### config.mk
export PLATFORM = sky130hd
export DESIGN_NAME = ram_port_arbiter_flat
export DESIGN_NICKNAME = d
export VERILOG_FILES = /design/src/rtl/ram_arb_pkg.sv /design/src/rtl/ram_port_arbiter_if.sv /design/src/rtl/rr_arbiter2.sv /design/src/rtl/ram_port_arbiter.sv /design/src/flat_wrapper.sv
export SDC_FILE = /design/constraint.sdc
export NUM_CORES = 1
export LEC_CHECK = 0
export CORE_AREA = 2 2 128 130
export DETAILED_ROUTE_END_ITERATION = 8
export DIE_AREA = 0 0 130 132
export GPL_ROUTABILITY_DRIVEN = 0
export PLACE_DENSITY_LB_ADDON = 0.1
export SLEW_MARGIN = 20
export SYNTH_ARGS = -nofsm -noshare
export SYNTH_HDL_FRONTEND = slang
export SYNTH_HIERARCHICAL = 1
export SYNTH_SLANG_ARGS = --single-unit
### constraint.sdc
create_clock -name clk_i -period 2.2 [get_ports clk_i]
set_clock_uncertainty 0.1 [all_clocks]
set_input_delay 0.33 -clock clk_i [delete_from_list [all_inputs] [get_ports clk_i]]
set_output_delay 0.33 -clock clk_i [all_outputs]
set_load 0.1 [all_outputs]
### src/rtl/ram_arb_pkg.sv
// Shared definitions for the two-host RAM port arbiter.
//   host_e     : host index (instruction port = 0, data port = 1)
//   NumHosts   : number of arbitrated hosts
//   other_host : the opposite host, used for round-robin pointer flips
package ram_arb_pkg;

  localparam int NumHosts = 2;

  typedef enum logic {
    HostInstr = 1'b0,
    HostData  = 1'b1
  } host_e;

  function automatic host_e other_host(host_e h);
    return (h == HostData) ? HostInstr : HostData;
  endfunction

endpackage

### src/rtl/ram_port_arbiter_if.sv
// Bus bundle between the two hosts, the arbiter and the single-port RAM.
//   host_* : per-host request attributes, grant and routed response
//   mem_*  : single-port RAM request and its 1-cycle-later response
// Modports: slave = arbiter view, master = hosts/RAM (environment) view.
interface ram_port_arbiter_if import ram_arb_pkg::*; #(
  parameter int AddrWidth = 32,
  parameter int DataWidth = 32
);
  localparam int BeWidth = DataWidth / 8;

  logic [NumHosts-1:0]                host_req_i;
  logic [NumHosts-1:0][AddrWidth-1:0] host_addr_i;
  logic [NumHosts-1:0]                host_we_i;
  logic [NumHosts-1:0][BeWidth-1:0]   host_be_i;
  logic [NumHosts-1:0][DataWidth-1:0] host_wdata_i;
  logic [NumHosts-1:0]                host_gnt_o;
  logic [NumHosts-1:0]                host_rvalid_o;
  logic [NumHosts-1:0][DataWidth-1:0] host_rdata_o;

  logic                 mem_req_o;
  logic                 mem_we_o;
  logic [BeWidth-1:0]   mem_be_o;
  logic [AddrWidth-1:0] mem_addr_o;
  logic [DataWidth-1:0] mem_wdata_o;
  logic                 mem_rvalid_i;
  logic [DataWidth-1:0] mem_rdata_i;

  modport slave (
    input  host_req_i, host_addr_i, host_we_i, host_be_i, host_wdata_i,
           mem_rvalid_i, mem_rdata_i,
    output host_gnt_o, host_rvalid_o, host_rdata_o,
           mem_req_o, mem_we_o, mem_be_o, mem_addr_o, mem_wdata_o
  );

  modport master (
    output host_req_i, host_addr_i, host_we_i, host_be_i, host_wdata_i,
           mem_rvalid_i, mem_rdata_i,
    input  host_gnt_o, host_rvalid_o, host_rdata_o,
           mem_req_o, mem_we_o, mem_be_o, mem_addr_o, mem_wdata_o
  );

endinterface

### src/rtl/rr_arbiter2.sv
// Two-way round-robin grant with a same-cycle (combinational) grant.
//   clk_i, rst_i : clock, synchronous active-high reset
//   req_i        : per-host request
//   gnt_o        : one-hot (or zero) grant
// The priority pointer names the host that wins the next contention; it
// flips only when both hosts request, so lone requests never disturb it.
module rr_arbiter2 import ram_arb_pkg::*; (
  input  logic                clk_i,
  input  logic                rst_i,
  input  logic [NumHosts-1:0] req_i,
  output logic [NumHosts-1:0] gnt_o
);

  host_e prio_q, prio_d;

  always_comb begin
    gnt_o  = '0;
    prio_d = prio_q;
    if (!rst_i) begin
      if (&req_i) begin
        gnt_o[prio_q] = 1'b1;
        prio_d        = other_host(prio_q);
      end else begin
        gnt_o = req_i;
      end
    end
  end

  always_ff @(posedge clk_i) begin
    if (rst_i) prio_q <= HostData;
    else       prio_q <= prio_d;
  end

endmodule

### src/rtl/ram_port_arbiter.sv
// Shares one single-port RAM between the core instruction and data ports.
//   clk_i, rst_i   : clock, synchronous active-high reset
//   bus            : host requests/grants/responses and RAM request/response
//   conflict_cnt_o : saturating count of cycles with both hosts requesting
//   spurious_o     : sticky, set by a RAM response with no outstanding owner
// The RAM answers exactly one cycle after each request, so a single
// registered owner (index + valid) is enough to steer responses back.
module ram_port_arbiter import ram_arb_pkg::*; #(
  parameter int AddrWidth = 32,
  parameter int DataWidth = 32,
  parameter int CntWidth  = 16
) (
  input  logic                clk_i,
  input  logic                rst_i,
  ram_port_arbiter_if.slave   bus,
  output logic [CntWidth-1:0] conflict_cnt_o,
  output logic                spurious_o
);

  localparam int BeWidth = DataWidth / 8;

  logic [NumHosts-1:0] gnt;
  host_e               gnt_idx;

  logic                owner_vld_q, owner_vld_d;
  host_e               owner_idx_q, owner_idx_d;
  logic                rst_dly_q, rst_dly_d;
  logic [CntWidth-1:0] cnt_q, cnt_d;
  logic                spurious_q, spurious_d;

  rr_arbiter2 u_arb (
    .clk_i (clk_i),
    .rst_i (rst_i),
    .req_i (bus.host_req_i),
    .gnt_o (gnt)
  );

  assign gnt_idx = gnt[HostData] ? HostData : HostInstr;

  // Request side: attributes are taken only from the granted host.
  always_comb begin
    bus.host_gnt_o  = gnt;
    bus.mem_req_o   = |gnt;
    bus.mem_we_o    = 1'b0;
    bus.mem_be_o    = {BeWidth{1'b0}};
    bus.mem_addr_o  = {AddrWidth{1'b0}};
    bus.mem_wdata_o = {DataWidth{1'b0}};
    if (|gnt) begin
      bus.mem_we_o    = bus.host_we_i[gnt_idx];
      bus.mem_be_o    = bus.host_be_i[gnt_idx];
      bus.mem_addr_o  = bus.host_addr_i[gnt_idx];
      bus.mem_wdata_o = bus.host_wdata_i[gnt_idx];
    end
  end

  // Response side and bookkeeping. A response in the reset cycle or the
  // cycle right after it belongs to a transaction that reset abandoned,
  // so it is dropped silently instead of being flagged as spurious.
  always_comb begin
    bus.host_rvalid_o = '0;
    bus.host_rdata_o  = '0;
    owner_vld_d       = |gnt;
    owner_idx_d       = gnt_idx;
    rst_dly_d         = rst_i;
    spurious_d        = spurious_q;
    cnt_d             = cnt_q;
    if (!rst_i && bus.mem_rvalid_i) begin
      if (owner_vld_q) begin
        bus.host_rvalid_o[owner_idx_q] = 1'b1;
        bus.host_rdata_o[owner_idx_q]  = bus.mem_rdata_i;
      end else if (!rst_dly_q) begin
        spurious_d = 1'b1;
      end
    end
    if (&bus.host_req_i && !(&cnt_q)) cnt_d = cnt_q + 1'b1;
  end

  always_ff @(posedge clk_i) begin
    rst_dly_q <= rst_dly_d;
    if (rst_i) begin
      owner_vld_q <= 1'b0;
      owner_idx_q <= HostInstr;
      cnt_q       <= '0;
      spurious_q  <= 1'b0;
    end else begin
      owner_vld_q <= owner_vld_d;
      owner_idx_q <= owner_idx_d;
      cnt_q       <= cnt_d;
      spurious_q  <= spurious_d;
    end
  end

  assign conflict_cnt_o = cnt_q;
  assign spurious_o     = spurious_q;

endmodule

### src/flat_wrapper.sv
// flat-port wrapper written by rule: the top's interface ports become plain ports
module ram_port_arbiter_flat import ram_arb_pkg::*;
#(
  parameter int AddrWidth = 32,
  parameter int DataWidth = 32,
  parameter int CntWidth  = 16
)
  (clk_i, rst_i, conflict_cnt_o, spurious_o, bus_host_req_i, bus_host_addr_i, bus_host_we_i, bus_host_be_i, bus_host_wdata_i, bus_mem_rvalid_i, bus_mem_rdata_i, bus_host_gnt_o, bus_host_rvalid_o, bus_host_rdata_o, bus_mem_req_o, bus_mem_we_o, bus_mem_be_o, bus_mem_addr_o, bus_mem_wdata_o);
  ram_port_arbiter_if #(.AddrWidth(AddrWidth), .DataWidth(DataWidth)) bus_i ();
  input  logic clk_i;
  input  logic rst_i;
  output logic [CntWidth-1:0] conflict_cnt_o;
  output logic spurious_o;
  input wire logic [$bits(bus_i.host_req_i)-1:0] bus_host_req_i;
  input wire logic [$bits(bus_i.host_addr_i)-1:0] bus_host_addr_i;
  input wire logic [$bits(bus_i.host_we_i)-1:0] bus_host_we_i;
  input wire logic [$bits(bus_i.host_be_i)-1:0] bus_host_be_i;
  input wire logic [$bits(bus_i.host_wdata_i)-1:0] bus_host_wdata_i;
  input wire logic [$bits(bus_i.mem_rvalid_i)-1:0] bus_mem_rvalid_i;
  input wire logic [$bits(bus_i.mem_rdata_i)-1:0] bus_mem_rdata_i;
  output wire logic [$bits(bus_i.host_gnt_o)-1:0] bus_host_gnt_o;
  output wire logic [$bits(bus_i.host_rvalid_o)-1:0] bus_host_rvalid_o;
  output wire logic [$bits(bus_i.host_rdata_o)-1:0] bus_host_rdata_o;
  output wire logic [$bits(bus_i.mem_req_o)-1:0] bus_mem_req_o;
  output wire logic [$bits(bus_i.mem_we_o)-1:0] bus_mem_we_o;
  output wire logic [$bits(bus_i.mem_be_o)-1:0] bus_mem_be_o;
  output wire logic [$bits(bus_i.mem_addr_o)-1:0] bus_mem_addr_o;
  output wire logic [$bits(bus_i.mem_wdata_o)-1:0] bus_mem_wdata_o;
  assign bus_i.host_req_i = bus_host_req_i;
  assign bus_i.host_addr_i = bus_host_addr_i;
  assign bus_i.host_we_i = bus_host_we_i;
  assign bus_i.host_be_i = bus_host_be_i;
  assign bus_i.host_wdata_i = bus_host_wdata_i;
  assign bus_i.mem_rvalid_i = bus_mem_rvalid_i;
  assign bus_i.mem_rdata_i = bus_mem_rdata_i;
  assign bus_host_gnt_o = bus_i.host_gnt_o;
  assign bus_host_rvalid_o = bus_i.host_rvalid_o;
  assign bus_host_rdata_o = bus_i.host_rdata_o;
  assign bus_mem_req_o = bus_i.mem_req_o;
  assign bus_mem_we_o = bus_i.mem_we_o;
  assign bus_mem_be_o = bus_i.mem_be_o;
  assign bus_mem_addr_o = bus_i.mem_addr_o;
  assign bus_mem_wdata_o = bus_i.mem_wdata_o;
  ram_port_arbiter #(.AddrWidth(AddrWidth), .DataWidth(DataWidth), .CntWidth(CntWidth)) u_core (.clk_i(clk_i), .rst_i(rst_i), .bus(bus_i), .conflict_cnt_o(conflict_cnt_o), .spurious_o(spurious_o));
endmodule
**Word-level counts from Yosys, hierarchy flattened**

Cells that the tools add are included.

- Reductions and logical operators: 10
- Mux-type cells: 26
- $lt $le $gt $ge: 5
- Add/subtract/negate cells: 1
- Bitwise logic cells: 3

Operator list:

| cell | number |
|---|---|
| $mux W32 | 7 |
| $mux W64 | 2 |
| $and A64 B64 Y64 | 1 |
| $demux W32 S1 | 1 |
| $add A16 B1 Y16 const B | 1 |
| $reduce_and A16 Y1 | 1 |
| $mux W4 | 3 |
| $mux W2 | 4 |
| $mux W1 | 7 |
| $lt A1 B2 Y1 const B | 3 |
| $logic_and A1 B1 Y1 | 4 |
| $reduce_and A3 Y1 | 1 |
| $demux W1 S1 | 2 |
| $ge A1 B1 Y1 const B | 2 |
| $logic_not A1 Y1 | 2 |
| $not A1 Y1 | 2 |
| $reduce_and A2 Y1 | 1 |
| $reduce_or A2 Y1 | 1 |

- Flip-flop bits (word level): 21

**Longest topological paths before layout**

- Depth in word-level cells: 10
- Gate-level depth with buffers: 8
- Depth with buffers taken out: 5

**Modules after synthesis**

The synthesis kept the hierarchy.

By module, submodules not included:

| module | times used | sequential area each (µm²) | area an instance (µm²) | cells an instance |
|---|---|---|---|---|
| ram_port_arbiter | 1 | 400.4 | 2123.3 | 273 |
| rr_arbiter2 | 1 | 20.0 | 70.1 | 8 |

**Worst setup path before layout**

No wires, ideal clock.

- Kind: input -> output
- Start point: input port bus_host_req_i[0]
- End point: output port bus_mem_wdata_o[21]
- Buffers on the path: 3
- Data required time: 1.770 ns
- Arrival: 3.275 ns
- Cell stages on the path: 7
- Slack: -1.505 ns
- Cells stage by stage: inv_1 -> a211oi_2 -> nor2b_1 -> clkbuf_1 -> buf_2 -> buf_2 -> a22o_1

RTL lines:

| item | RTL line | source |
|---|---|---|
| from (decl) | flat_wrapper.sv:14 | `input wire logic [$bits(bus_i.host_req_i)-1:0] bus_host_req_i;` |
| $reduce_and A2 Y1 | rr_arbiter2.sv:20 | `if (&req_i) begin` |
| $mux W2 * | rr_arbiter2.sv:20 |  |
| $mux W2 * | rr_arbiter2.sv:19 | `if (!rst_i) begin` |
| via bus_host_gnt_o[0] | flat_wrapper.sv:21 | `output wire logic [$bits(bus_i.host_gnt_o)-1:0] bus_host_gnt_o;` |
| $reduce_or A2 Y1 * | ram_port_arbiter.sv:48 | `if (\|gnt) begin` |
| $mux W32 * | ram_port_arbiter.sv:48 |  |
| to (decl) | flat_wrapper.sv:28 | `output wire logic [$bits(bus_i.mem_wdata_o)-1:0] bus_mem_wdata_o;` |

The timed path passes the listed nets; every way through them passes the cells marked *. The select of a mux whose other input is x is not followed.

**Worst setup path after layout**

- Start point: register u_core.u_arb.prio_q
- End point: output port bus_mem_be_o[1]

- Cells in the longest elaborated chain, start to end: 10

Ends and longest elaborated chain:

| item | RTL line | source |
|---|---|---|
| from (decl) | rr_arbiter2.sv:14 | `host_e prio_q, prio_d;` |
| from (signal assigned) | rr_arbiter2.sv:30 | `if (rst_i) prio_q <= HostData;` |
| from (signal assigned) | rr_arbiter2.sv:31 | `else prio_q <= prio_d;` |
| $lt A1 B2 Y1 (implied by the code) / $ge A1 B1 Y1 (equally long branches) | rr_arbiter2.sv:21 | `gnt_o[prio_q] = 1'b1;` |
| $logic_and A1 B1 Y1 (implied by the code) | rr_arbiter2.sv:21 |  |
| $mux W1 (implied by the code) | rr_arbiter2.sv:21 |  |
| $demux W1 S1 * | rr_arbiter2.sv:21 |  |
| $mux W2 * | rr_arbiter2.sv:20 |  |
| $mux W2 * | rr_arbiter2.sv:19 |  |
| $mux W1 | ram_port_arbiter.sv:38 | `assign gnt_idx = gnt[HostData] ? HostData : HostInstr;` |
| $mux W4 (implied by the code) (2 in a row) | ram_port_arbiter.sv:50 | `bus.mem_be_o = bus.host_be_i[gnt_idx];` |
| $mux W4 * | ram_port_arbiter.sv:48 |  |
| to (decl) | flat_wrapper.sv:26 | `output wire logic [$bits(bus_i.mem_be_o)-1:0] bus_mem_be_o;` |

Mark *: on every way between the ends. The rest lies on a longest branch, timed or not. The select of a mux whose other input is x is not followed.

==> impl_metrics.toml <==
[synthesis]
syn_area_per_cell_um2 = 7.81
ys_types = 46
syn_inst = 281
synth_area_leaders = "a22o_1 28%, dfxtp_1 19%, and2_1 19%, clkbuf_1 3.8%, a21oi_1 2.3%"
yosys.area.top_type = "a22o_1"
synth-main-ff-cell = "dfxtp_1"
syn_area_um2 = 2190
ys_seq_area_share_pct = 19.2
syn_nets = 457
ys_warn_count = 6
yosysMostFrequentCell = "a22o_1"
yosys-top-cells-count = "69 x a22o_1, 66 x and2_1, 22 x clkbuf_1, 21 x dfxtp_1, 11 x nand2_1"
ys_ff_latch = 21
synth.top_cell.area_share_pct = 27.6
synth_edf_count = 0
synthArstFlopShare_pct = 0

[worst_setup_path]
critPathCaptureType = "output pin"
cp.arrival_ns = 1.73
cp-start-kind = "flop"
crit-reg2reg-launch = "u_core/conflict_cnt_o[0]"
path_class = "reg -> out"
critPathLaunch = "u_core/u_arb/prio_q"
crit_required_ns = 1.77
critPathMaxFanout = 8

[floorplan]
core-area_um2 = 15700
initial_utilization_pct = 14.0
die_x_um = 130
die_h_um = 132
io_pins = 330
dieArea_um2 = 17200
num_rows = 46

[layout]
stdcell_count = 836
nets = 797
n_antenna_cell = 0
drive_gt1_share_pct = 55.0
syn2layout_area_growth_pct = 258

[sta]
fin_crit_ns = 2.16
max_freq_mhz = 462
slew_viol_final = 0
setup_viol_count_final = 0
hold_viol = 0
finalCritPeriodShare_pct = 98.3
slew_headroom_pct = 73.4
fin_worst_hold_slack_ns = 0.371
fin_ws_ns = 0.0369
worstMarginPinSlew_ns = 0.396
rsz0062_at_grt = "true"

[route]
post-route-drc-count = 0
ant_nets = 0
via_per_inst = 4.29
wl_per_cell_um = 19.2
drt_first_pass_iters = 4
vias = 3586
totalWireLength_mm = 16.1
drtIter0Drc = 116

[power]
cellPowerDensity_nw_per_um2 = 334
ir_worst_vdd_mv = 0.249
p_leak_nw = 3.23

[placement]
portBuffers = 329
place_ws_ns = -0.242
hpwl_mm = 14.0
dp.cells = 828

[global_route]
grt_max_degree = 51
antenna_found_initial = 0
overflow = 0
grt_first_pass_wirelength_mm = 23.4
grt_pass1_vias = 3711
grt_usage_pct = 18.0

[clock_network]
cts_made_buffers = 3
htreeDepth = 1
path_clk_slew_ns = 0.06
cts_hold_buf = 0
clockBufferDepth = 2
cts_tree = "done"
clk_latency_ns = 0.25
clockRootBuffer = "clkbuf_16"
cts_sinks = 21

[worst_hold_path]
holdCritPathClass = "reg -> reg"
min_from = "u_core/conflict_cnt_o[7]"

[outcome]
status = "completed"

[run]
cap_violations = 0
per-stage QoR:
stage	total power [mW]	utilization (%)	TNS (ns)	cell area, um2
2_1_floorplan	1.35	-	-39.07	2530
3_3_place_gp	2.22	48.4	-25.59	7600
3_5_place_dp	2.23	48.4	-25.90	7600
4_1_cts	2.64	49.8	0	7830
5_1_grt	2.70	49.9	-0.0868	7850
6_report	2.62	49.9	0	7850
sequential cells by signal, summed over array words and instances, names as in the netlist:
name,flops
u_core/u_arb/prio_q,1
u_core/conflict_cnt_o,16
u_core/rst_dly_q,1
u_core/spurious_o,1
u_core/owner_idx_q,1
u_core/owner_vld_q,1
per-layer routing:
layer	wire, um	part of all wire, %	up-vias	track usage (%)
met1	5250	33	1655	17.9
met5	0	0	-	0
met3	1370	8.5	14	5.11
li1	-	-	1731	-
met4	376	2.3	0	4.12
met2	9080	56	186	36.0
repair_timing:
action / in CTS / in global routing
gates cloned: 2 / 0
buffers inserted: 2 / 0
pin swaps: 2 / 0
endpoints found under the setup margin: 137 / 14
resized for setup: 20 / 3
endpoints found under the hold margin: 0 / 0
cells by family after synthesis:
family	count (synthesis)	share of synthesized area, %
AO/OA/AOI/OAI	97	35.9
adder cells (fa/ha/maj)	1	0.570
buffers and inverters	30	5.65
flip-flops	21	19.2
multiplexers	2	1.14
AND/OR/NAND/NOR	130	37.6
worst max-delay path, cell delays in order, from the launching register on:
cell      delay, ns
dfxtp_4        0.36
a211oi_4       0.25
nor2b_4        0.20
buf_12         0.15
buf_4          0.20
a22o_4         0.15
buf_12         0.16
cell type report:
type                    instances  area [um2]
repair buffers                361        4980
well taps                     216         270
inverters                       4        15.0
fillers                      1407        7870
multi-input cells             230        2060
flip-flops and latches         21         444
clock buffers                   3        75.1
clock inverters                 1        5.00
final timing paths:
path                          endpoint  slack, ns  cells after the start
max                    bus_mem_be_o[1]       0.04                      6
max reg2reg  u_core/conflict_cnt_o[14]       0.44                      5
min reg2reg   u_core/conflict_cnt_o[7]       0.37                      1
min           u_core/conflict_cnt_o[7]       0.37                      1
power by group:
group	leakage (nW)	total, mW	switching [mW]	internal (mW)
Sequential	0.179	0.395	0.00724	0.388
Combinational	3.01	1.84	1.04	0.804
Clock	0.0409	0.385	0.141	0.244
Total	3.23	2.62	1.18	1.44
layout by cell type, fill, tap and decap left out, types with 4 or more instances in the layout:
master           count
clkdlybuf4s50_1    170
buf_12             143
buf_4               42
a22o_2              40
and2_2              29
a22o_4              29
and2_1              26
dfxtp_2             16
and2_4              11
nand2_1             10
a21oi_1             10
nor2_1               8
nor3_1               6
nand3_1              5
o21ai_0              4
or3_1                4
dfxtp_1              4
Note: power is estimated with default switching activity, not from simulation.
